[src/rtl/joy_db15_tx.sv]
// joy_db15_tx
// Device-side end of the DB15 serial joystick link. It mimics the adapter
// board's chained parallel-in/serial-out shift registers. Two 16-bit button
// words are loaded while the host holds JOY_LOAD low. They are then shifted
// out on JOY_DATA, LSB first and active-low, one bit per JOY_CLK rising edge.
// The host pins are asynchronous and are synchronized into the clk domain.

module joy_db15_tx #(
   parameter int SYNC_STAGES    = 2,
   parameter int TIMEOUT_CYCLES = 48000
) (
   input  logic        clk,
   input  logic        reset,
   input  logic [15:0] joystick1,
   input  logic [15:0] joystick2,
   input  logic        JOY_CLK,
   input  logic        JOY_LOAD,
   output logic        JOY_DATA,
   output logic [5:0]  bit_count,
   output logic        frame_done,
   output logic        link_active
);

   localparam int TW = $clog2(TIMEOUT_CYCLES + 1);

   typedef enum logic {
      MODE_LOAD,
      MODE_SHIFT
   } mode_t;

   logic [SYNC_STAGES-1:0] clkSync_q;
   logic [SYNC_STAGES-1:0] loadSync_q;
   logic                   clkPrev_q;
   logic                   loadPrev_q;
   logic                   clkSynced;
   logic                   loadSynced;
   logic                   clkRise;
   logic                   loadFall;
   mode_t                  mode;

   logic [31:0]            loadWord;
   logic [31:0]            shiftReg_q;
   logic [31:0]            shiftReg_d;
   logic [5:0]             bitCount_q;
   logic [5:0]             bitCount_d;
   logic                   frameDone_q;
   logic                   frameDone_d;

   logic [TW-1:0]          timeoutCnt_q;
   logic [TW-1:0]          timeoutCnt_d;
   logic                   linkSeen_q;
   logic                   linkSeen_d;
   logic                   timedOut;

   // Synchronizer chains (preset high so reset never looks like a pressed
   // load or a clock edge), plus the previous-value registers used for
   // edge detection.
   always_ff @(posedge clk) begin
      if (reset) begin
         clkSync_q  <= '1;
         loadSync_q <= '1;
         clkPrev_q  <= 1'b1;
         loadPrev_q <= 1'b1;
      end else begin
         clkSync_q  <= {clkSync_q[SYNC_STAGES-2:0], JOY_CLK};
         loadSync_q <= {loadSync_q[SYNC_STAGES-2:0], JOY_LOAD};
         clkPrev_q  <= clkSynced;
         loadPrev_q <= loadSynced;
      end
   end

   assign clkSynced  = clkSync_q[SYNC_STAGES-1];
   assign loadSynced = loadSync_q[SYNC_STAGES-1];
   assign clkRise    = clkSynced & ~clkPrev_q;
   assign loadFall   = ~loadSynced & loadPrev_q;
   assign mode       = loadSynced ? MODE_SHIFT : MODE_LOAD;
   assign timedOut   = (timeoutCnt_q == TW'(TIMEOUT_CYCLES));

   // Parallel-load image: each word is bit-reversed and inverted so that
   // bit 0 of joystick1 lands in the MSB and leaves first, active-low.
   always_comb begin
      loadWord = '1;
      for (int i = 0; i < 16; i++) begin
         loadWord[31-i] = ~joystick1[i];
         loadWord[15-i] = ~joystick2[i];
      end
   end

   // Next state of the shift register and bit counter. While load is low,
   // the inputs stay transparent and any clock edge is discarded. A
   // timed-out link always shows all ones so no button reads as pressed.
   always_comb begin
      shiftReg_d  = shiftReg_q;
      bitCount_d  = bitCount_q;
      frameDone_d = 1'b0;
      case (mode)
         MODE_LOAD: begin
            shiftReg_d = loadWord;
            bitCount_d = '0;
         end
         MODE_SHIFT: begin
            if (clkRise) begin
               shiftReg_d = {shiftReg_q[30:0], 1'b1};
               if (bitCount_q < 6'd32) begin
                  bitCount_d  = bitCount_q + 6'd1;
                  frameDone_d = (bitCount_q == 6'd31);
               end
            end
         end
         default: begin
            shiftReg_d = '1;
         end
      endcase
      if (timedOut) begin
         shiftReg_d = '1;
      end
   end

   // Next state of the link watchdog: it restarts on every load falling edge
   // and otherwise counts up to the timeout, where it sticks.
   always_comb begin
      timeoutCnt_d = timeoutCnt_q;
      linkSeen_d   = linkSeen_q;
      if (loadFall) begin
         timeoutCnt_d = '0;
         linkSeen_d   = 1'b1;
      end else if (!timedOut) begin
         timeoutCnt_d = timeoutCnt_q + TW'(1);
      end
   end

   // Register the shifter, the counters and the frame pulse.
   always_ff @(posedge clk) begin
      if (reset) begin
         shiftReg_q   <= '1;
         bitCount_q   <= '0;
         frameDone_q  <= 1'b0;
         timeoutCnt_q <= '0;
         linkSeen_q   <= 1'b0;
      end else begin
         shiftReg_q   <= shiftReg_d;
         bitCount_q   <= bitCount_d;
         frameDone_q  <= frameDone_d;
         timeoutCnt_q <= timeoutCnt_d;
         linkSeen_q   <= linkSeen_d;
      end
   end

   assign JOY_DATA    = shiftReg_q[31];
   assign bit_count   = bitCount_q;
   assign frame_done  = frameDone_q;
   assign link_active = linkSeen_q & ~timedOut;

endmodule

[config.mk]
export PLATFORM = sky130hd
export DESIGN_NAME = joy_db15_tx
export DESIGN_NICKNAME = d
export VERILOG_FILES = /design/src/rtl/joy_db15_tx.sv
export SDC_FILE = /design/constraint.sdc
export NUM_CORES = 1
export LEC_CHECK = 0
export CORE_UTILIZATION = 48
export DETAILED_ROUTE_END_ITERATION = 8
export PLACE_DENSITY = 0.81
export SLEW_MARGIN = 25
export SYNTH_ARGS = -nofsm -noshare
export SYNTH_HDL_FRONTEND = slang
export SYNTH_SLANG_ARGS = --single-unit
export TNS_END_PERCENT = 100
[constraint.sdc]
create_clock -name clk -period 1.6 [get_ports clk]
set_input_delay 0.24 -clock clk [delete_from_list [all_inputs] [get_ports clk]]
set_output_delay 0.24 -clock clk [all_outputs]
set_load 0.005 [all_outputs]
* Word-level counts from Yosys, hierarchy flattened *
Cells that the tools add are included.

storage, ports and cells
  flip-flop bits (word level) = 62
  input bits = 36
  output and inout port bits = 9
  logic and storage cells = 67

cells by class
  add/sub/neg operators = 2
  $lt $le $gt $ge = 1
  equality and inequality tests = 4
  muxes and demuxes = 6
  bitwise operators = 41
  reduce and logical (&&, ||, !) cells = 4

operator list
  cell                     count
  $pmux W32 S2             1
  $not A1 Y1               38
  $mux W32                 1
  $add A16 B1 Y16 const B  1
  $eq A16 B16 Y1 const B   1
  $mux W6                  2
  $pmux W6 S2              1
  $add A6 B1 Y6 const B    1
  $eq A6 B5 Y1 const B     1
  $lt A6 B6 Y1 const B     1
  $reduce_or A2 Y1         2
  $reduce_or A4 Y1         1
  $and A1 B1 Y1            3
  $ne A2 B1 Y1 const B     1
  $ne A2 B2 Y1 const B     1
  $reduce_and A2 Y1        1
  $mux W1                  1

* Longest topological paths before layout *
  depth in word-level cells = 4
  gate-level depth with buffers = 6
  mapped depth without buffers = 5

* Worst setup path before layout *
Ideal clock, no wire load.

  kind = register to register
  start = register timeoutCnt_q[2]
  end = register shiftReg_q[11]
  setup time = 74 ps
  arrival = 1,558 ps
  required time = 1,526 ps
  setup slack = -32 ps
  stages on the path, launching flop included = 5
  buffers on the path = 1
  clock period less this slack = 1,632 ps
  cells stage by stage = dfxtp_1 or4b_4 o41a_1 clkbuf_2 o21ai_0

between the ends
  word-level cells in the longest chain between the ends = 2

RTL lines
  element                            line  text
  start, declared                    49    logic [TW-1:0] timeoutCnt_q;
  start signal, assigned             144   timeoutCnt_q <= timeoutCnt_d;
  $eq A16 B16 Y1                     77    assign timedOut = (timeoutCnt_q == TW'(TIMEOUT_CYCLES));
  $reduce_or A2 Y1 (no source line)  --
  end signal, assigned               141   shiftReg_q <= shiftReg_d;
  end, declared                      42    logic [31:0] shiftReg_q;

No other way between the ends.
A chain may end at the register's enable or synchronous reset.

* Worst setup path after layout *
  start = register timeoutCnt_q[6]
  end = output port link_active

between the ends
  word-level cells in the longest chain between the ends = 3

RTL lines
  element         line  text
  $eq A16 B16 Y1  77
  $not A1 Y1      152   assign link_active = linkSeen_q & ~timedOut;
  $and A1 B1 Y1   152
  end, declared   21    output logic link_active

No other way between the ends.

==> run metrics <==
Fin. Hold Viols=0; placed insts=approximately 450; cts bufs inserted=9; Post-Synth Simple-Gate Area=a little under a third; combinational power share=approximately 11%; pwr dens=about 800 nW/um2; main combinational cell family by area after synthesis=simple AND/OR/NAND/NOR gates; syn_area_per_cell=~9.0 um2; post-layout util=65.8%; worst slew pin tran=~480 ps; routed vias=about 2700; Clk pwr share=37.5%; largest net degree at the start of global routing=33; dpl hpwl=4560 um; Hold Crit Class=reg2reg; Ports=45; clk_skew=8.87 ps; Clk Latency, worst-skew pair=around 340 ps; root buffer cell=clkbuf_8; worst r2r src=timeoutCnt_q[6]$_SDFFE_PP0P_; first-pass detailed-route iteration total=4; Routed Antenna Nets=0; Synth Area in XOR/XNOR=about 1.2%; TNS Setup=-1220 ps; NetSw=768 uW; H-tree depth=3; core area=~6000 um2; die area=6410 um2; Longest Clk Path Bufs=2; sequential-to-total area share from yosys stat=42.4%; Final setup viols=33; Seq cells post-synth=62; Die Width=80.1 um; r2r setup slk=-50 ps; CP Launch Type=register; Max Cap Viol=0; R2R cell count=4; Syn Inst Count=about 320; Compound-Gate Fraction of Synth Area=between 10% and 20%; area delta synth->final=32.5%; nets@finish=approximately 430; synthesized cell area=2920 um2; Lkg Pwr=1.52 nW; Critical Path RT=around 1400 ps; initial antenna violation count=0; Synth Area in Adders=between 1 and 1.5%; Synthesized Nets=between 300 and 400; n_diodes=0; switching part of the total=24.3%; DRC violation total after the first TritonRoute iteration=around 140; fraction of layout cells with a size suffix above 1=roughly a fifth; period utilisation layout=119%; Synth cell types=36; Period minus WS final=approximately 1900 ps; Via-to-Cell Ratio=~5.7; DRT Wirelength=6910 um; Overflow after GRT=0; Hold Path End=loadSync_q[1]$_SDFF_PP1_; Yosys warning count=0; VDD IR-drop max=just over 0.5 mV; Port Buf Inserts=between 40 and 50; worst reg2reg endpoint=shiftReg_q[20]$_SDFFE_PP1P_; clock-pin slew on the worst setup and hold paths=roughly 70 ps; failing checks=negative setup slack; RSZ-0062 raised after global routing=true; hold slack=418 ps; Die Height=80.1 um; initial core utilization=49.7%; first-pass GRT wire length=11200 um; DRC violations left=0; Overall Global Routing Usage=22.8%; Final Cell Area=between 3000 and 4000 um2; Crit path arrival time=1670 ps; worst-path fanout max=2; vias in the first global route=approximately 2500; status=finished with violations; total power=approximately 3.2 mW; Avg WL per Cell=around 15 um; sequential share of power=between 50% and 60%; multiplexer share of the synthesized area=under 10%; critical path type=reg2out; Final Non-Filler Cells=470; DP Worst Slack=-282 ps; Sinks on Clock Net=62; filler instances=~490; Post-Place Cell Area=around 3600 um2; TritonCTS clock tree=done; max-slew violation count=0; hold path depth=1; fmax=524 MHz; normalized max-slew margin=68.0%; Final WS setup=-308 ps; RePlAce Congestion=approximately 0.80; Hold Crit Start=loadSync_q[0]$_SDFF_PP1_; cell internal pwr=2.40 mW; critical path capture point type=output port; row count=28
sequential cells by signal, indices dropped and copies added (netlist names), 2 cells and up:
register and flops:
bit_count 6, clkSync_q 2, loadSync_q 2, shiftReg_q 32, timeoutCnt_q 16
synthesized netlist by cell type (all sizes together):
master | number | area share, %
nand3 | 15 | 2.6
a31o | 1 | 0.30
dfxtp | 62 | 42
clkinv | 1 | 0.13
nor4 | 6 | 1.8
or4b | 2 | 0.81
a211oi | 31 | 8.0
nor4bb | 1 | 0.34
or2 | 5 | 1.1
clkbuf | 23 | 3.1
nor3b | 2 | 0.51
nor2 | 6 | 0.77
or4 | 5 | 1.3
or3 | 3 | 0.64
mux2i | 6 | 2.1
xnor2 | 3 | 0.90
nand4b | 2 | 0.60
o41a | 1 | 0.39
xor2 | 1 | 0.30
inv | 8 | 1.0
o22ai | 1 | 0.21
o21ai | 36 | 6.2
a41oi | 1 | 0.30
ha | 3 | 1.3
nor2b | 32 | 6.8
a21oi | 11 | 1.9
o31ai | 5 | 1.3
nand2b | 3 | 0.64
nand4 | 4 | 0.86
nand2 | 8 | 1.0
and3 | 1 | 0.21
and3b | 31 | 9.3
nand3b | 4 | 1.0
cell families (layout without fill, tap and decap cells):
| group | Yosys count | after routing |
|---|---|---|
| muxes | 6 | 6 |
| DFF | 62 | 62 |
| buffers and inverters | 32 | 103 |
| xor gates and xnor gates | 4 | 4 |
| AOI/OAI and AO/OA | 87 | 87 |
| adders and majority gates | 3 | 3 |
| and+or+nand+nor | 130 | 130 |
worst max-delay path, stage by stage, from the launching register on:
cell and delay, ps:
dfxtp_1 310, or4b_4 550, nor4_4 280, nor2_1 70, buf_2 130
layer usage:
metal | global-route usage (%) | part of all wire, % | vias up
li1 | - | - | 1320
met1 | 27.1 | 45 | 1255
met2 | 38.2 | 48 | 71
met3 | 4.55 | 4.8 | 16
met4 | 12.5 | 2.3 | 0
met5 | 0 | 0 | -
cell usage in the layout (no fill, tap or decap), drive strengths merged, types with 2 or more instances in the layout:
cell type | Yosys | final
ha | 3 | 3
or3 | 3 | 3
nand2 | 8 | 8
nor3b | 2 | 2
nor2 | 6 | 6
and3b | 31 | 31
dfxtp | 62 | 62
or4b | 2 | 2
nand4b | 2 | 2
nor4 | 6 | 6
a211oi | 31 | 31
or2 | 5 | 5
inv | 8 | 8
nand2b | 3 | 3
buf | 0 | 35
clkbuf | 23 | 12
or4 | 5 | 5
xnor2 | 3 | 3
o31ai | 5 | 5
clkinv | 1 | 4
clkdlybuf4s50 | 0 | 43
nand3 | 15 | 15
a21oi | 11 | 11
nor2b | 32 | 32
nand3b | 4 | 4
o21ai | 36 | 36
mux2i | 6 | 6
nand4 | 4 | 4
worst max-delay path by stage:
stage / from / end / slack [ps] / cells after the start
2_1_floorplan: timeoutCnt_q[3]$_SDFFE_PP0P_ / shiftReg_q[11]$_SDFFE_PP1P_ / 10 / 4
3_3_place_gp: timeoutCnt_q[2]$_SDFFE_PP0P_ / link_active / -270 / 4
3_5_place_dp: timeoutCnt_q[2]$_SDFFE_PP0P_ / link_active / -280 / 4
4_1_cts: timeoutCnt_q[5]$_SDFFE_PP0P_ / link_active / -370 / 4
5_1_grt: timeoutCnt_q[6]$_SDFFE_PP0P_ / link_active / -370 / 4
6_report: timeoutCnt_q[6]$_SDFFE_PP0P_ / link_active / -310 / 4
timing repair:
action | CTS | global route
setup endpoints to repair | 36 | 45
setup buffers | 0 | 1
pin swaps | 4 | 4
hold buffers | 0 | 0
gates resized for setup | 25 | 30
power by group through the flow:
stage	clock (mW)	sequential [mW]	combinational, mW
6_report	1.19	1.63	0.345
5_1_grt	1.27	1.64	0.378
4_1_cts	1.21	1.63	0.330
3_5_place_dp	0	1.67	0.323
3_3_place_gp	0	1.66	0.314
2_1_floorplan	0	1.66	0.164
cell type report:
type | count | area [um2] | share of cell area [%]
clock buffers | 12 | 145 | 3.75
clock inverters | 4 | 22.5 | 0.581
inverters | 9 | 33.8 | 0.872
multi-input cells | 230 | 1630 | 42.0
flip-flops and latches | 62 | 1250 | 32.2
well taps | 75 | 93.8 | 2.42
repair buffers | 78 | 703 | 18.2
Power figures use the tool's default switching activity.
